===== config.mk =====
export PLATFORM = sky130hd
export DESIGN_NAME = mux_rr_arbiter
export DESIGN_NICKNAME = d
export VERILOG_FILES = /design/src/rtl/mux_arb_pkg.sv /design/src/rtl/mux_rr_arbiter_mux2.sv /design/src/rtl/mux_rr_arbiter.sv
export SDC_FILE = /design/constraint.sdc
export NUM_CORES = 1
export LEC_CHECK = 0
export CORE_UTILIZATION = 50
export CTS_CLUSTER_DIAMETER = 60
export DETAILED_ROUTE_END_ITERATION = 8
export DONT_BUFFER_PORTS = 1
export SLEW_MARGIN = 20
export SYNTH_ARGS = -nofsm -noshare
export SYNTH_HDL_FRONTEND = slang
export SYNTH_SLANG_ARGS = --single-unit
export TNS_END_PERCENT = 50

===== constraint.sdc =====
create_clock -name clk -period 3 [get_ports clk]
set_clock_uncertainty 0.2 [all_clocks]
set_input_delay 0.6 -clock clk [delete_from_list [all_inputs] [get_ports clk]]
set_output_delay 0.6 -clock clk [all_outputs]
set_load 0.005 [all_outputs]

===== src/rtl/mux_arb_pkg.sv =====
// Shared types and defaults for the mux_rr_arbiter block.
// The lock FSM states are only reachable when BURST_LOCK_EN is defined.
package mux_arb_pkg;

  typedef enum logic [1:0] {
    ARB   = 2'd0,
    LOCK0 = 2'd1,
    LOCK1 = 2'd2
  } arb_state_t;

  localparam int DEFAULT_WIDTH     = 16;
  localparam int DEFAULT_MAX_BURST = 4;

  // Burst counter must be able to hold the value MAX_BURST itself.
  function automatic int burst_cnt_width(input int max_burst);
    return $clog2(max_burst + 1);
  endfunction

endpackage


===== src/rtl/mux_rr_arbiter_mux2.sv =====
// Plain 2:1 datapath mux shared between the two requesters.
module mux_rr_arbiter_mux2 #(
  parameter int WIDTH = 16
) (
  input  logic [WIDTH-1:0] a_i,
  input  logic [WIDTH-1:0] b_i,
  input  logic             sel_i,
  output logic [WIDTH-1:0] y_o
);

  assign y_o = sel_i ? b_i : a_i;

endmodule


===== src/rtl/mux_rr_arbiter.sv =====
// Round-robin arbiter in front of a shared 16-bit 2:1 mux, with a
// single-entry registered output stage (valid/ready).
// Optional build macro BURST_LOCK_EN adds in0_lock/in1_lock ports and a
// burst-lock FSM (ARB, LOCK0, LOCK1) bounded by MAX_BURST beats.
module mux_rr_arbiter
  import mux_arb_pkg::*;
#(
  parameter int WIDTH = DEFAULT_WIDTH
`ifdef BURST_LOCK_EN
  ,
  parameter int MAX_BURST = DEFAULT_MAX_BURST
`endif
) (
  input  logic             clk,
  input  logic             reset,
  input  logic             in0_valid,
  input  logic [WIDTH-1:0] in0_data,
  output logic             in0_ready,
  input  logic             in1_valid,
  input  logic [WIDTH-1:0] in1_data,
  output logic             in1_ready,
`ifdef BURST_LOCK_EN
  input  logic             in0_lock,
  input  logic             in1_lock,
`endif
  output logic             sel,
  output logic             out_valid,
  output logic [WIDTH-1:0] out_data,
  input  logic             out_ready
);

  logic             out_valid_q, out_valid_d;
  logic [WIDTH-1:0] out_data_q, out_data_d;
  logic             prio_q, prio_d;

  logic             load_en;
  logic             grant;
  logic             xfer;
  logic [WIDTH-1:0] mux_y;
  arb_state_t       state_cur;

`ifdef BURST_LOCK_EN
  localparam int CNT_W = burst_cnt_width(MAX_BURST);

  arb_state_t       state_q, state_d;
  logic [CNT_W-1:0] burst_cnt_q, burst_cnt_d;
  logic             lock_g;

  assign state_cur = state_q;
`else
  assign state_cur = ARB;
`endif

  // Output slot can accept a new word while it drains in the same cycle.
  assign load_en = !out_valid_q || out_ready;

  // Winner selection: locked owner, else single requester, else priority.
  // NOTE: every signal written in always_comb gets a default first so no latch is inferred.
  always_comb begin
    grant = prio_q;
    case (state_cur)
      LOCK0:   grant = 1'b0;
      LOCK1:   grant = 1'b1;
      default: begin
        if (in0_valid && in1_valid) grant = prio_q;
        else if (in0_valid)         grant = 1'b0;
        else if (in1_valid)         grant = 1'b1;
      end
    endcase
  end

  assign sel       = grant;
  assign in0_ready = load_en && !grant && in0_valid;
  assign in1_ready = load_en &&  grant && in1_valid;
  assign xfer      = in0_ready || in1_ready;

  mux_rr_arbiter_mux2 #(
    .WIDTH (WIDTH)
  ) u_mux (
    .a_i   (in0_data),
    .b_i   (in1_data),
    .sel_i (grant),
    .y_o   (mux_y)
  );

  // Output stage and round-robin priority next state.
  always_comb begin
    out_valid_d = out_valid_q;
    out_data_d  = out_data_q;
    prio_d      = prio_q;
    if (xfer) begin
      out_valid_d = 1'b1;
      out_data_d  = mux_y;
      prio_d      = !grant;
    end else if (out_ready) begin
      out_valid_d = 1'b0;
    end
  end

  // Output register and priority flop; reset discards any pending word.
  // NOTE: sequential state uses non-blocking assignments so all flops update together.
  always_ff @(posedge clk or posedge reset) begin
    if (reset) begin
      out_valid_q <= 1'b0;
      out_data_q  <= '0;
      prio_q      <= 1'b0;
    end else begin
      out_valid_q <= out_valid_d;
      out_data_q  <= out_data_d;
      prio_q      <= prio_d;
    end
  end

  assign out_valid = out_valid_q;
  assign out_data  = out_data_q;

`ifdef BURST_LOCK_EN
  assign lock_g = grant ? in1_lock : in0_lock;

  // Lock FSM next state: enter on a locked transfer, leave on unlock or at MAX_BURST.
  always_comb begin
    state_d     = state_q;
    burst_cnt_d = burst_cnt_q;
    case (state_q)
      ARB: begin
        if (xfer && lock_g && (MAX_BURST > 1)) begin
          state_d     = grant ? LOCK1 : LOCK0;
          burst_cnt_d = CNT_W'(1);
        end
      end
      LOCK0, LOCK1: begin
        if (xfer) begin
          if (!lock_g || (burst_cnt_q == CNT_W'(MAX_BURST - 1))) begin
            state_d     = ARB;
            burst_cnt_d = '0;
          end else begin
            burst_cnt_d = burst_cnt_q + CNT_W'(1);
          end
        end
      end
      default: begin
        state_d     = ARB;
        burst_cnt_d = '0;
      end
    endcase
  end

  // Lock FSM state and burst counter registers.
  always_ff @(posedge clk or posedge reset) begin
    if (reset) begin
      state_q     <= ARB;
      burst_cnt_q <= '0;
    end else begin
      state_q     <= state_d;
      burst_cnt_q <= burst_cnt_d;
    end
  end
`endif

endmodule


==> summary.txt, run 1 <==
I/O Buffers = 0
largest delay contributor family on the critical path = simple AND/OR/NAND/NOR gates
Ports = 57
Worst-path clk slew = 0.11 ns
CTS Buf Count = 3
commonest non-fill, non-tap cells in the layout = o2111ai_1 (32), dfrtp_1 (18), nand3_1 (16)
TritonRoute pass-1 iters = 4
routed wire length = 2.79 mm
final instance area = 1060 um^2
leakage power = 0.401 nW
drt drc = 0
crit end category = primary output
initial antenna violation count = 0
CP Buf/Inv Count = 0
critical path's largest stage delay = 0.42 ns
HP Class = primary input to async pin
CP cell instances = nand2b_1, nand2_1, a21oi_1
Post-Synthesis Cells = 111
RSZ-0062 raised after global routing = false
clk sinks = 18
fmax = 454 MHz
RR Endpoint = out_data[15]$_DFFE_PP0P_
share of cells above drive strength 1 = 0.0980
slew of the pin with the lowest slew margin = 0.709 ns
register area share after synthesis = 0.422
top-area cell type share of the netlist area = 0.422
postcts setup bufs = 0
full die area = 2320 um^2
Netlist cell types = 18
met2 Resource Use GR = 0.389
Final min period = 2.20 ns
crit path DAT = 1.40 ns
Synth-to-Final Area Change = -1.06%
crit start category = register
Non-Filler Instances = 129
Rows = 16
hold buffer count at cts = 0
total grt overflow = 0
syn_nets = 148
synth top area cells = dfrtp_1 (42%), o2111ai_1 (26%), nand3_1 (7.5%)
Worst Path Max Fanout = 15
Vias = 933
post-layout util = 0.533
clock insertion delay at the later pin of the skew report = 0.29 ns
Worst EP required = 2.20 ns
flop2flop setup slack = 1.35 ns
Die Height = 48.2 um
setup violators final = 0
pwr/cell area = 563 nW/um^2
fin. max-slew vios = 0
wire length per cell = 21.6 um
Max clock buf depth = 2
largest net degree at the start of global routing = 22
Global Route Usage Sum = 0.247
Initial Util = 0.539
area leader, netlist = dfrtp_1
GR Util met1 = 0.345
final worst path period share = 0.735
root buf cell = clkbuf_4
mapped cell area = 1070 um^2
Max Cap Violations = 0
dpl cells = 125
met3 Use GR = 0.0444
Initial DRC Count = 22
number of synthesized register bits = 18
Reg2Reg Depth = 4
WS Path Type = register to primary output
slew margin rel. = 0.527
Synth Area per Inst = 9.62 um^2
Final #Nets = 140
setup TNS = 0 ns
worst vdd ir = 0.263 mV
Fin. Hold Viols = 0
yosys warns = 0
first-pass GRT wire length = 4.04 mm
Hold Slack = 0.0898 ns
Routed Antenna Nets = 0
CTS tree = built
DR vias/cell = 7.23
reg2reg start = out_valid$_DFFE_PP0P_
slowest cell on the critical path = dfrtp_1
Die X = 48.2 um
Diodes inserted = 0
post-DP HPWL = 1.77 mm
Post-DP Area = 1020 um^2
most common cell after layout, fill and taps aside = o2111ai_1
post-cts sizing count = 0
Core Box Area = 1980 um^2
routability congestion estimate = 0.784
H-tree depth = 1
via count of the first global-routing pass = 831
Top Usage Layer GRT = met2
status = complete, no violations
[layout make-up]
class                      count  area (um^2)
fill                         182          926
multi-input combinational     74          505
sequential                    18          450
clock buffer                   4         36.3
tap                           27         33.8
timing repair buffer           2         15.0
inverter                       4         15.0
[registers in the layout, summed over array words and instances, names as in the netlist]
name,count
out_data,16
out_valid,1
prio_q,1
[synth_stat cells]
cell / n
a21oi_1: 1
and2b_1: 1
and3_1: 1
buf_2: 9
buf_4: 1
buf_6: 3
clkbuf_2: 2
dfrtp_1: 18
inv_1: 2
inv_2: 2
maj3_2: 1
nand2_1: 2
nand2b_1: 1
nand3_1: 16
nor2_4: 1
o2111ai_1: 32
o21ai_0: 15
o21ai_1: 3
[worst reg2reg max path, cell delays in order, from the launching register on]
cell,delay [ns]
dfrtp_1,0.42
nand2b_1,0.38
buf_4,0.34
o2111ai_1,0.16
nand3_1,0.11
[logic make-up (layout without fill, tap and decap cells)]
kind of cell	Yosys count	count (layout)	share of synthesized area
compound gates	51	51	0.352
simple gates	22	22	0.111
buf+inv	19	10	0.104
flops	18	18	0.422
fa+ha+maj	1	1	0.0106
[worst max path at each step]
stage / to / cells after the start / slack [ns] / startpoint
finish: in0_ready / 3 / 0.80 / out_valid$_DFFE_PP0P_
global route: in0_ready / 3 / 0.61 / out_valid$_DFFE_PP0P_
CTS: in0_ready / 3 / 0.77 / out_valid$_DFFE_PP0P_
detailed placement: in0_ready / 3 / 0.88 / out_ready
global placement: in0_ready / 3 / 0.88 / out_ready
floorplan: in1_ready / 4 / 0.95 / in0_valid
[power by group]
part / internal, W / total [W] / switching [W]
Combinational: 0.0000391 / 0.000127 / 0.0000883
Clock: 0.0000739 / 0.000154 / 0.0000801
Sequential: 0.000284 / 0.000313 / 0.0000289
[stage by stage]
step,setup slack (ns),power (W)
CTS,0.772,0.000595
global route,0.613,0.000632
global placement,0.878,0.000440
finish,0.796,0.000595
floorplan,0.947,0.000427
detailed placement,0.880,0.000443
[metal layers]
metal,share of wire,up-vias
met5,0,-
met4,0.0032,0
met3,0.068,2
met2,0.47,36
met1,0.45,460
li1,-,435
Note: power is estimated with default switching activity, not from simulation.
==> inputs of run 2 (changes only) <==
clock period = 2.11 ns   (was 3 ns; I/O delays follow)
==> summary.txt, run 2 (synthesis results as in run 1) <==
status = complete, no violations
Reg2Reg Depth = 4
crit start category = register
Global Route Usage Sum = 0.250
highest metal used = met4
post-DP HPWL = 1.84 mm
full die area = 2320 um^2
share of cells above drive strength 1 = 0.106
slew of the pin with the lowest slew margin = 0.676 ns
Max Cap Violations = 0
crit path DAT = 1.36 ns
commonest non-fill, non-tap cells in the layout = o2111ai_1 (32), dfrtp_1 (18), nand3_1 (16)
Initial Util = 0.539
Die Height = 48.2 um
H-tree depth = 1
first-pass GRT wire length = 4.04 mm
I/O Buffers = 0
Rows = 16
leakage power = 0.410 nW
slew margin rel. = 0.549
clock insertion delay at the later pin of the skew report = 0.29 ns
setup violators final = 0
Multi-input gate area = 505 um^2
Core Box Area = 1980 um^2
Vias = 919
Worst-path clk slew = 0.11 ns
Largest register FFs = 16
crit end category = primary output
initial antenna violation count = 0
hold depth = 2
CTS tree = built
Die X = 48.2 um
Routed Antenna Nets = 0
via count of the first global-routing pass = 863
Max clock buf depth = 2
wire length on met2 = 1.29 mm
pwr/cell area = 788 nW/um^2
most common cell after layout, fill and taps aside = o2111ai_1
Fin. Hold Viols = 0
hold_sp = in0_valid
DR vias/cell = 7.02
FF+latch area = 450 um^2
post-layout util = 0.542
Final #Nets = 142
wire length per cell = 21.3 um
crit path from = out_valid$_DFFE_PP0P_
Diodes inserted = 0
Min-Delay Endpoint = prio_q$_DFFE_PP0P_
root buf cell = clkbuf_4
Final min period = 1.98 ns
Met3 Wirelength = 180 um
Worst EP required = 1.49 ns
WS Path Type = register to primary output
fin. max-slew vios = 0
postcts setup bufs = 0
Initial DRC Count = 15
worst vdd ir = 0.439 mV
# fillers = 194
routability congestion estimate = 0.792
drt drc = 0
largest net degree at the start of global routing = 22
Worst Path Max Fanout = 10
metal1 wirelength = 1.31 mm
CTS Buf Count = 3
HP Class = primary input to register
setup TNS = 0 ns
TritonRoute pass-1 iters = 4
flop2flop setup slack = 0.50 ns
clk sinks = 18
routed wire length = 2.79 mm
post-cts sizing count = 0
RSZ-0062 raised after global routing = false
fmax = 505 MHz
reg2reg start = prio_q$_DFFE_PP0P_
RR Endpoint = out_data[0]$_DFFE_PP0P_
Synth-to-Final Area Change = 0.586%
final worst path period share = 0.938
Ports = 57
total grt overflow = 0
hold buffer count at cts = 1
==> run 2: cell count changes in the layout (fill, tap and decap cells not counted) <==
cell | before | now
buf_4 | 2 | 3
dlygate4sd3_1 | 0 | 1
==> run 2: worst max-delay path: stages (launching register included) <==
cell and delay, ns:
dfrtp_1 0.42, nand2b_1 0.34, nand2_1 0.13, a21oi_1 0.17
==> run 2: cell type report <==
type / instances / area share
multi-input combinational: 74 / 0.471
inverter: 4 / 0.0140
tap: 27 / 0.0315
sequential: 18 / 0.420
clock buffer: 4 / 0.0338
timing repair buffer: 4 / 0.0303
==> run 2: how the worst max path moves through the flow <==
| stage | endpoint | slack, ns |
|---|---|---|
| floorplan | in1_ready | 0.41 |
| global placement | in1_ready | 0.44 |
| detailed placement | in1_ready | 0.41 |
| CTS | in0_ready | 0.14 |
| global route | in0_ready | 0.05 |
| finish | in0_ready | 0.13 |
==> run 2: per-stage QoR <==
stage               hold WS, ns  setup slack [ns]  cells  cell area [um^2]  power (W)
finish                   0.0671             0.131    131              1070   0.000845
global route             0.0720            0.0479    131              1070   0.000898
CTS                      0.0695             0.140    131              1070   0.000848
detailed placement        0.257             0.413    126              1030   0.000634
global placement          0.245             0.436    126              1030   0.000626
floorplan                 0.161             0.413    111              1070   0.000607
==> run 2: per-layer routing <==
layer,global-route usage,vias to the layer above
met1,0.350,445
li1,-,440
met4,0.0778,0
met3,0.0593,2
met5,0,-
met2,0.379,32
==> run 2: where the power goes <==
part | internal, W | switching (W) | total [W] | leakage (nW)
Combinational | 0.0000584 | 0.000123 | 0.000181 | 0.171
Sequential | 0.000404 | 0.0000428 | 0.000447 | 0.219
Clock | 0.000105 | 0.000112 | 0.000217 | 0.0210
